$ cat src/rtl/md_issue_ctrl_if.sv
// Request/response channel between the EX-stage issue controller and the mul/div unit.
// The master side is the core; the slave side is the arithmetic unit.
interface md_issue_ctrl_if #(
    parameter int XLEN = 32
);
    logic            md_req_valid;
    logic            md_req_ready;
    logic [2:0]      md_req_op;
    logic [XLEN-1:0] md_req_a;
    logic [XLEN-1:0] md_req_b;
    logic            md_resp_valid;
    logic [XLEN-1:0] md_resp_data;
    logic            md_resp_ready;

    modport master (
        output md_req_valid, md_req_op, md_req_a, md_req_b, md_resp_ready,
        input  md_req_ready, md_resp_valid, md_resp_data
    );

    modport slave (
        input  md_req_valid, md_req_op, md_req_a, md_req_b, md_resp_ready,
        output md_req_ready, md_resp_valid, md_resp_data
    );
endinterface

$ cat src/rtl/md_issue_ctrl.sv
// RV32M issue controller in EX: decodes M ops, resolves divide corner cases locally, issues the rest.
// Latency accept->wb: 1 cycle on the fast path; 1 + request wait + unit latency + 1 otherwise.
// Backpressure: stall_o holds IF/ID/EX while a request or response is outstanding.
module md_issue_ctrl #(
    parameter int XLEN      = 32,
    parameter bit FAST_PATH = 1'b1
) (
    input  logic            clk,
    input  logic            rst_n,
    input  logic            in_valid_i,
    input  logic [31:0]     instr_i,
    input  logic [XLEN-1:0] rs1_data_i,
    input  logic [XLEN-1:0] rs2_data_i,
    input  logic            flush_i,
    output logic            stall_o,
    md_issue_ctrl_if.master md,
    output logic            wb_valid_o,
    output logic [4:0]      wb_rd_o,
    output logic [XLEN-1:0] wb_data_o
);

    typedef enum logic [2:0] {
        ST_IDLE,
        ST_REQ,
        ST_WAIT,
        ST_DRAIN,
        ST_WB
    } state_e;

    localparam logic [XLEN-1:0] MIN_NEG = {1'b1, {(XLEN-1){1'b0}}};

    state_e          state_q, state_d;
    logic [2:0]      op_q;
    logic [XLEN-1:0] a_q, b_q;
    logic [4:0]      rd_q;
    logic [4:0]      wb_rd_q;
    logic [XLEN-1:0] wb_data_q;

    logic            is_m;
    logic [4:0]      rd_in;
    logic [2:0]      op_in;
    logic            accept;
    logic            div_zero, div_ovf, fast_hit;
    logic [XLEN-1:0] fast_res;
    logic            unused_rs_fields;

    assign is_m  = in_valid_i && (instr_i[6:0] == 7'b0110011) && (instr_i[31:25] == 7'b0000001);
    assign rd_in = instr_i[11:7];
    assign op_in = instr_i[14:12];
    // Source register indices are resolved upstream; only the operand values matter here.
    assign unused_rs_fields = ^instr_i[24:15];

    // rst_n gating keeps stall_o low while reset is held, even with an M op sitting in EX.
    assign accept = (state_q == ST_IDLE) && is_m && (rd_in != 5'd0) && !flush_i && rst_n;

    assign div_zero = (rs2_data_i == '0);
    assign div_ovf  = ((op_in == 3'd4) || (op_in == 3'd6))
                      && (rs1_data_i == MIN_NEG) && (rs2_data_i == '1);
    assign fast_hit = FAST_PATH && op_in[2] && (div_zero || div_ovf);

    // op_in[1] separates REM/REMU from DIV/DIVU.
    always_comb begin
        fast_res = '0;
        if (div_zero) begin
            fast_res = op_in[1] ? rs1_data_i : '1;
        end else if (div_ovf) begin
            fast_res = op_in[1] ? '0 : MIN_NEG;
        end
    end

    always_ff @(posedge clk or negedge rst_n) begin
        if (!rst_n) begin
            state_q <= ST_IDLE;
        end else begin
            state_q <= state_d;
        end
    end

    always_comb begin
        state_d = state_q;
        case (state_q)
            ST_IDLE: begin
                if (accept) begin
                    state_d = fast_hit ? ST_WB : ST_REQ;
                end
            end
            ST_REQ: begin
                if (flush_i) begin
                    state_d = md.md_req_ready ? ST_DRAIN : ST_IDLE;
                end else if (md.md_req_ready) begin
                    state_d = ST_WAIT;
                end
            end
            ST_WAIT: begin
                if (flush_i) begin
                    state_d = md.md_resp_valid ? ST_IDLE : ST_DRAIN;
                end else if (md.md_resp_valid) begin
                    state_d = ST_WB;
                end
            end
            ST_DRAIN: begin
                if (md.md_resp_valid) begin
                    state_d = ST_IDLE;
                end
            end
            ST_WB:   state_d = ST_IDLE;
            default: state_d = ST_IDLE;
        endcase
    end

    always_ff @(posedge clk or negedge rst_n) begin
        if (!rst_n) begin
            op_q      <= '0;
            a_q       <= '0;
            b_q       <= '0;
            rd_q      <= '0;
            wb_rd_q   <= '0;
            wb_data_q <= '0;
        end else begin
            if (accept) begin
                op_q <= op_in;
                a_q  <= rs1_data_i;
                b_q  <= rs2_data_i;
                rd_q <= rd_in;
                if (fast_hit) begin
                    wb_rd_q   <= rd_in;
                    wb_data_q <= fast_res;
                end
            end
            if ((state_q == ST_WAIT) && md.md_resp_valid && !flush_i) begin
                wb_rd_q   <= rd_q;
                wb_data_q <= md.md_resp_data;
            end
        end
    end

    assign md.md_req_valid  = (state_q == ST_REQ);
    assign md.md_req_op     = op_q;
    assign md.md_req_a      = a_q;
    assign md.md_req_b      = b_q;
    assign md.md_resp_ready = (state_q == ST_WAIT) || (state_q == ST_DRAIN);

    assign stall_o = accept
                     || (state_q == ST_REQ)
                     || (state_q == ST_WAIT)
                     || ((state_q == ST_DRAIN) && is_m);

    assign wb_valid_o = (state_q == ST_WB);
    assign wb_rd_o    = wb_rd_q;
    assign wb_data_o  = wb_data_q;

endmodule
$ cat src/flat_wrapper.sv
// flat-port wrapper written by rule: the top's interface ports become plain ports
module md_issue_ctrl_flat 
#(
    parameter int XLEN      = 32,
    parameter bit FAST_PATH = 1'b1
)
  (clk, rst_n, in_valid_i, instr_i, rs1_data_i, rs2_data_i, flush_i, stall_o, wb_valid_o, wb_rd_o, wb_data_o, md_md_req_valid, md_md_req_op, md_md_req_a, md_md_req_b, md_md_resp_ready, md_md_req_ready, md_md_resp_valid, md_md_resp_data);
  md_issue_ctrl_if #(.XLEN(XLEN)) md_i ();
  input  logic clk;
  input  logic rst_n;
  input  logic in_valid_i;
  input  logic [31:0] instr_i;
  input  logic [XLEN-1:0] rs1_data_i;
  input  logic [XLEN-1:0] rs2_data_i;
  input  logic flush_i;
  output logic stall_o;
  output logic wb_valid_o;
  output logic [4:0] wb_rd_o;
  output logic [XLEN-1:0] wb_data_o;
  output wire logic [$bits(md_i.md_req_valid)-1:0] md_md_req_valid;
  output wire logic [$bits(md_i.md_req_op)-1:0] md_md_req_op;
  output wire logic [$bits(md_i.md_req_a)-1:0] md_md_req_a;
  output wire logic [$bits(md_i.md_req_b)-1:0] md_md_req_b;
  output wire logic [$bits(md_i.md_resp_ready)-1:0] md_md_resp_ready;
  input wire logic [$bits(md_i.md_req_ready)-1:0] md_md_req_ready;
  input wire logic [$bits(md_i.md_resp_valid)-1:0] md_md_resp_valid;
  input wire logic [$bits(md_i.md_resp_data)-1:0] md_md_resp_data;
  assign md_md_req_valid = md_i.md_req_valid;
  assign md_md_req_op = md_i.md_req_op;
  assign md_md_req_a = md_i.md_req_a;
  assign md_md_req_b = md_i.md_req_b;
  assign md_md_resp_ready = md_i.md_resp_ready;
  assign md_i.md_req_ready = md_md_req_ready;
  assign md_i.md_resp_valid = md_md_resp_valid;
  assign md_i.md_resp_data = md_md_resp_data;
  md_issue_ctrl #(.XLEN(XLEN), .FAST_PATH(FAST_PATH)) u_core (.clk(clk), .rst_n(rst_n), .in_valid_i(in_valid_i), .instr_i(instr_i), .rs1_data_i(rs1_data_i), .rs2_data_i(rs2_data_i), .flush_i(flush_i), .stall_o(stall_o), .md(md_i), .wb_valid_o(wb_valid_o), .wb_rd_o(wb_rd_o), .wb_data_o(wb_data_o));
endmodule
$ cat config.mk
export PLATFORM = sky130hd
export DESIGN_NAME = md_issue_ctrl_flat
export DESIGN_NICKNAME = d
export VERILOG_FILES = /design/src/rtl/md_issue_ctrl_if.sv /design/src/rtl/md_issue_ctrl.sv /design/src/flat_wrapper.sv
export SDC_FILE = /design/constraint.sdc
export NUM_CORES = 1
export LEC_CHECK = 0
export BUFFER_PORTS_ARGS = -buffer_cell sky130_fd_sc_hd__buf_2
export CORE_ASPECT_RATIO = 0.9
export CORE_MARGIN = 3
export CORE_UTILIZATION = 42
export DETAILED_ROUTE_END_ITERATION = 8
export GPL_ROUTABILITY_DRIVEN = 0
export PLACE_DENSITY = 0.74
export SLEW_MARGIN = 20
export SYNTH_ARGS = -nofsm -noshare
export SYNTH_HDL_FRONTEND = slang
export SYNTH_SLANG_ARGS = --single-unit
$ cat constraint.sdc
create_clock -name clk -period 4.9 [get_ports clk]
set_input_delay 0.49 -clock clk [delete_from_list [all_inputs] [get_ports clk]]
set_output_delay 0.49 -clock clk [all_outputs]
set_load 0.05 [all_outputs]
==> run summary <==
The largest net degree at the start of global routing was 81. The synthesized netlist occupies a cell area of 4920 µm². The number of pins exceeding their max-slew limit in the final report is 0. Counting flops with an async set or reset pin after synthesis yields a share of 100%. Combinational logic burns 27.9% of the power.

The root buffer cell chosen for the clock tree is sky130_fd_sc_hd__clkbuf_16. For this design the static power due to leakage is 0.00353 µW. The floorplan step defined a die boundary enclosing 13100 µm².

Prevailing post-synth register cell: sky130_fd_sc_hd__dfrtp_1. The number of instances in the synthesized netlist was 438. For the count of TritonRoute iterations in the first routing pass, the log shows 5. The number of nets in the synthesized netlist is 572. Detailed placement finished with a half-perimeter wire length of 10900 µm.

The number of I/O pins was 242. For the relative contribution of the clock network to total power, the log shows 27.1%. The worst path uses 57.9% of the clock period. The first global-routing pass estimated 21800 µm of wire.

The initial antenna violation count is 0, and the number of buffers created by CTS is 9. At the placement stage, the worst setup path has a slack of 1650 ps. At the later pin of the worst-skew pair, clock insertion delay measures 340 ps. For this run, the total global-route usage over all layers was measured as 21.3%. The final layout contains routed wiring with a total length of 14400 µm. The shortest clock period the worst path allows after layout is 2840 ps.

The flow ran to the end, and the final reports show no timing, DRC or antenna violations. Once the floorplan was initialized, standard cells occupied 44.2% of the core. The most used standard cell by instance count after synthesis was sky130_fd_sc_hd__dfrtp_1.

Dominant cell type by area after synthesis: sky130_fd_sc_hd__dfrtp_1. For the row count, the log shows 36. The via count of the first global-routing pass was 4281. In this run the remaining antenna-violating nets after routing total 0. From bottom edge to top edge, the die measures 109 µm. Timing would allow up to 352 MHz.

The run gives 0 as the antenna diode instance count. The power per standard cell area is 370 nW/µm². Summing over every cut layer, the via total after detailed routing is 4334.

Compared with the post-synthesis result, the final layout area differs by 31.3%. The via count normalized by instance count was 5.32; the proportion of total power due to net switching was 36.5%. The setup TNS was 0 ps; the internal power consumption was 1520 µW. The worst-case IR drop observed on VDD is 0.000200 V.

The tools report the total of hold buffers inserted after clock tree synthesis as 0. Aggregate global routing overflow: 0. In this run, the number of DRC markers left after iteration 0 of detailed routing was 323. The clock passes through at most 2 buffers.

The post-CTS clock slew at the launch and capture registers of the worst setup and hold paths came out at 60 ps. At the pin with the least slew margin, the transition time is 1060 ps. The tools report the data required time at the worst endpoint as 4410 ps.

Across the run, the number of max-cap violations was 0. After synthesis, flip-flops and latches occupy 56.9% of the total area. TritonCTS built the clock tree. The finished layout holds 815 standard cells, fillers aside. The maximum fanout along the worst path is 30. The tools report the post-CTS setup repair buffer count as 0. The yosys synthesis warning count is 0, and the placed cell count is 801.

By area the synthesized netlist is led by sky130_fd_sc_hd__dfrtp_1 57%, sky130_fd_sc_hd__mux2_2 12%, sky130_fd_sc_hd__a31oi_1 4.1%. On the final layout, the worst hold slack is 296 ps. After the last flow step, the layout net total stands at 794.

Setup skew after layout: 7.49 ps. Setup repair after global routing left no endpoint under its margin. Summed over its instances, the top area cell type makes up 56.9% of the synthesized netlist area.

Setup violations remaining at the end of the flow were counted as 0. The tightest slew margin relative to the limit is 29.0%, and the number of failing hold endpoints at the final stage is 0. In this run, synthesis produced a sequential element count of 112. After detailed routing, the number of remaining DRC violations is 0.

The die is 120 µm wide. The detail-routed net length per standard cell was 17.7 µm; the area of the core was 11100 µm². The tools report the count of clock tree sinks as 112. The tools report the power dissipated by switching net loads as 873 µW. CTS built an H-tree with a depth of 3.

In this run the tool buffered the top-level ports with 231 buffer cells. The worst hold path belongs to the class in2async. For the count of instances resized after the clock tree is built, the log shows 0. The sum of internal, switching and leakage power is 2390 µW. A synthesized cell averages 11.2 µm². The critical path is of the in2out type. Sorting the synthesized cells by how often they occur yields 112 x sky130_fd_sc_hd__dfrtp_1, 54 x sky130_fd_sc_hd__mux2_2, 41 x sky130_fd_sc_hd__nand2_1.

In the final layout, the share of cells above drive strength 1 is 46.9%. Yosys mapped the design onto 39 distinct sky130hd cell types. In this run, synthesis inferred 0 flip-flops with an integrated enable.

STA classifies the critical path endpoint as an output port. At the worst endpoint, the arrival time is 2350 ps. The worst path meets setup with 2060 ps of slack. Registers are responsible for 44.9% of the overall power. STA classifies the critical path startpoint as a primary input.
==> final cells by class <==
class | instances | area (µm²)
well taps | 152 | 190
inverters | 10 | 37.5
fillers | 1000 | 4660
repair buffers | 237 | 1200
clock buffers | 10 | 229
clock inverters | 4 | 23.8
flip-flops and latches | 112 | 2800
multi-input cells | 290 | 1980
==> power by group through the flow <==
stage / clock (µW) / sequential (µW) / combinational [µW]
floorplan: 0 / 1430 / 98.9
global placement: 0 / 1080 / 662
detailed placement: 0 / 1090 / 672
CTS: 666 / 1070 / 673
global route: 708 / 1090 / 705
finish: 649 / 1080 / 669
==> logic make-up (layout without fill, tap and decap cells) <==
kind of cell	count (synthesis)	in the layout	share of synthesized area, %
buffers and inverters	36	261	3.41
AOI/OAI and AO/OA	82	82	9.89
muxes	66	66	15.1
DFF	112	112	56.9
and+or+nand+nor	142	142	14.7
==> metal layers <==
metal  wire, µm  track usage, %  part of all wire [%]  vias up
li1           -               -                     -     2025
met2       7110            35.5                    49      180
met1       6070            27.6                    42     2106
met5          0               0                     0        -
met4        309            6.95                   2.1        0
met3        936            4.88                   6.5       23
==> critical path, stage by stage <==
cell,delay [ps]
sky130_fd_sc_hd__buf_2,110
sky130_fd_sc_hd__or4_1,510
sky130_fd_sc_hd__nor2_1,340
sky130_fd_sc_hd__nor4_4,90
sky130_fd_sc_hd__buf_4,260
sky130_fd_sc_hd__or2_2,330
sky130_fd_sc_hd__buf_2,210
==> per-stage QoR <==
step / cell area (µm²) / utilization, %
2_1_floorplan: 4920 / -
3_3_place_gp: 6210 / 55.8
3_5_place_dp: 6210 / 55.8
4_1_cts: 6460 / 58.1
5_1_grt: 6460 / 58.1
6_report: 6460 / 58.1
==> registers in the layout, indices dropped and copies added (netlist names) <==
register and count:
u_core.md.md_req_op 3, u_core.wb_data_o 32, u_core.state_q 3, u_core.md.md_req_b 32
u_core.wb_rd_o 5, u_core.md.md_req_a 32, u_core.rd_q 5
==> worst paths after layout <==
kind	startpoint	to	slack [ps]	cells past startpoint
max	instr_i[9]	stall_o	2060	7
min	rst_n	u_core.wb_rd_o[4]	300	2
max reg2reg	u_core.state_q[2]	u_core.wb_rd_o[2]	2400	6
min reg2reg	u_core.md.md_req_b[0]	u_core.md.md_req_b[0]	480	1
max in group asynchronous	rst_n	u_core.md.md_req_b[24]	3310	3
min in group clk	instr_i[10]	u_core.rd_q[3]	400	3
==> cells in the final DEF (no fill, tap or decap), types with 2 or more instances in the layout <==
master	instances
sky130_fd_sc_hd__nand3b_1	5
sky130_fd_sc_hd__clkinv_2	3
sky130_fd_sc_hd__nand3_1	6
sky130_fd_sc_hd__mux2_2	54
sky130_fd_sc_hd__o21ai_1	31
sky130_fd_sc_hd__o21ai_0	7
sky130_fd_sc_hd__nor2_1	38
sky130_fd_sc_hd__nor4bb_1	3
sky130_fd_sc_hd__inv_1	10
sky130_fd_sc_hd__nand4_1	10
sky130_fd_sc_hd__a21o_1	2
sky130_fd_sc_hd__clkbuf_16	9
sky130_fd_sc_hd__nor3_1	3
sky130_fd_sc_hd__buf_2	230
sky130_fd_sc_hd__mux2_1	12
sky130_fd_sc_hd__nand2b_1	2
sky130_fd_sc_hd__buf_4	7
sky130_fd_sc_hd__or2_2	2
sky130_fd_sc_hd__a31oi_1	32
sky130_fd_sc_hd__nand2_1	41
sky130_fd_sc_hd__nor4_1	16
sky130_fd_sc_hd__o211ai_1	6
sky130_fd_sc_hd__dfrtp_1	112
sky130_fd_sc_hd__or4_1	4
No activity file was read; power rests on OpenSTA's default activity.
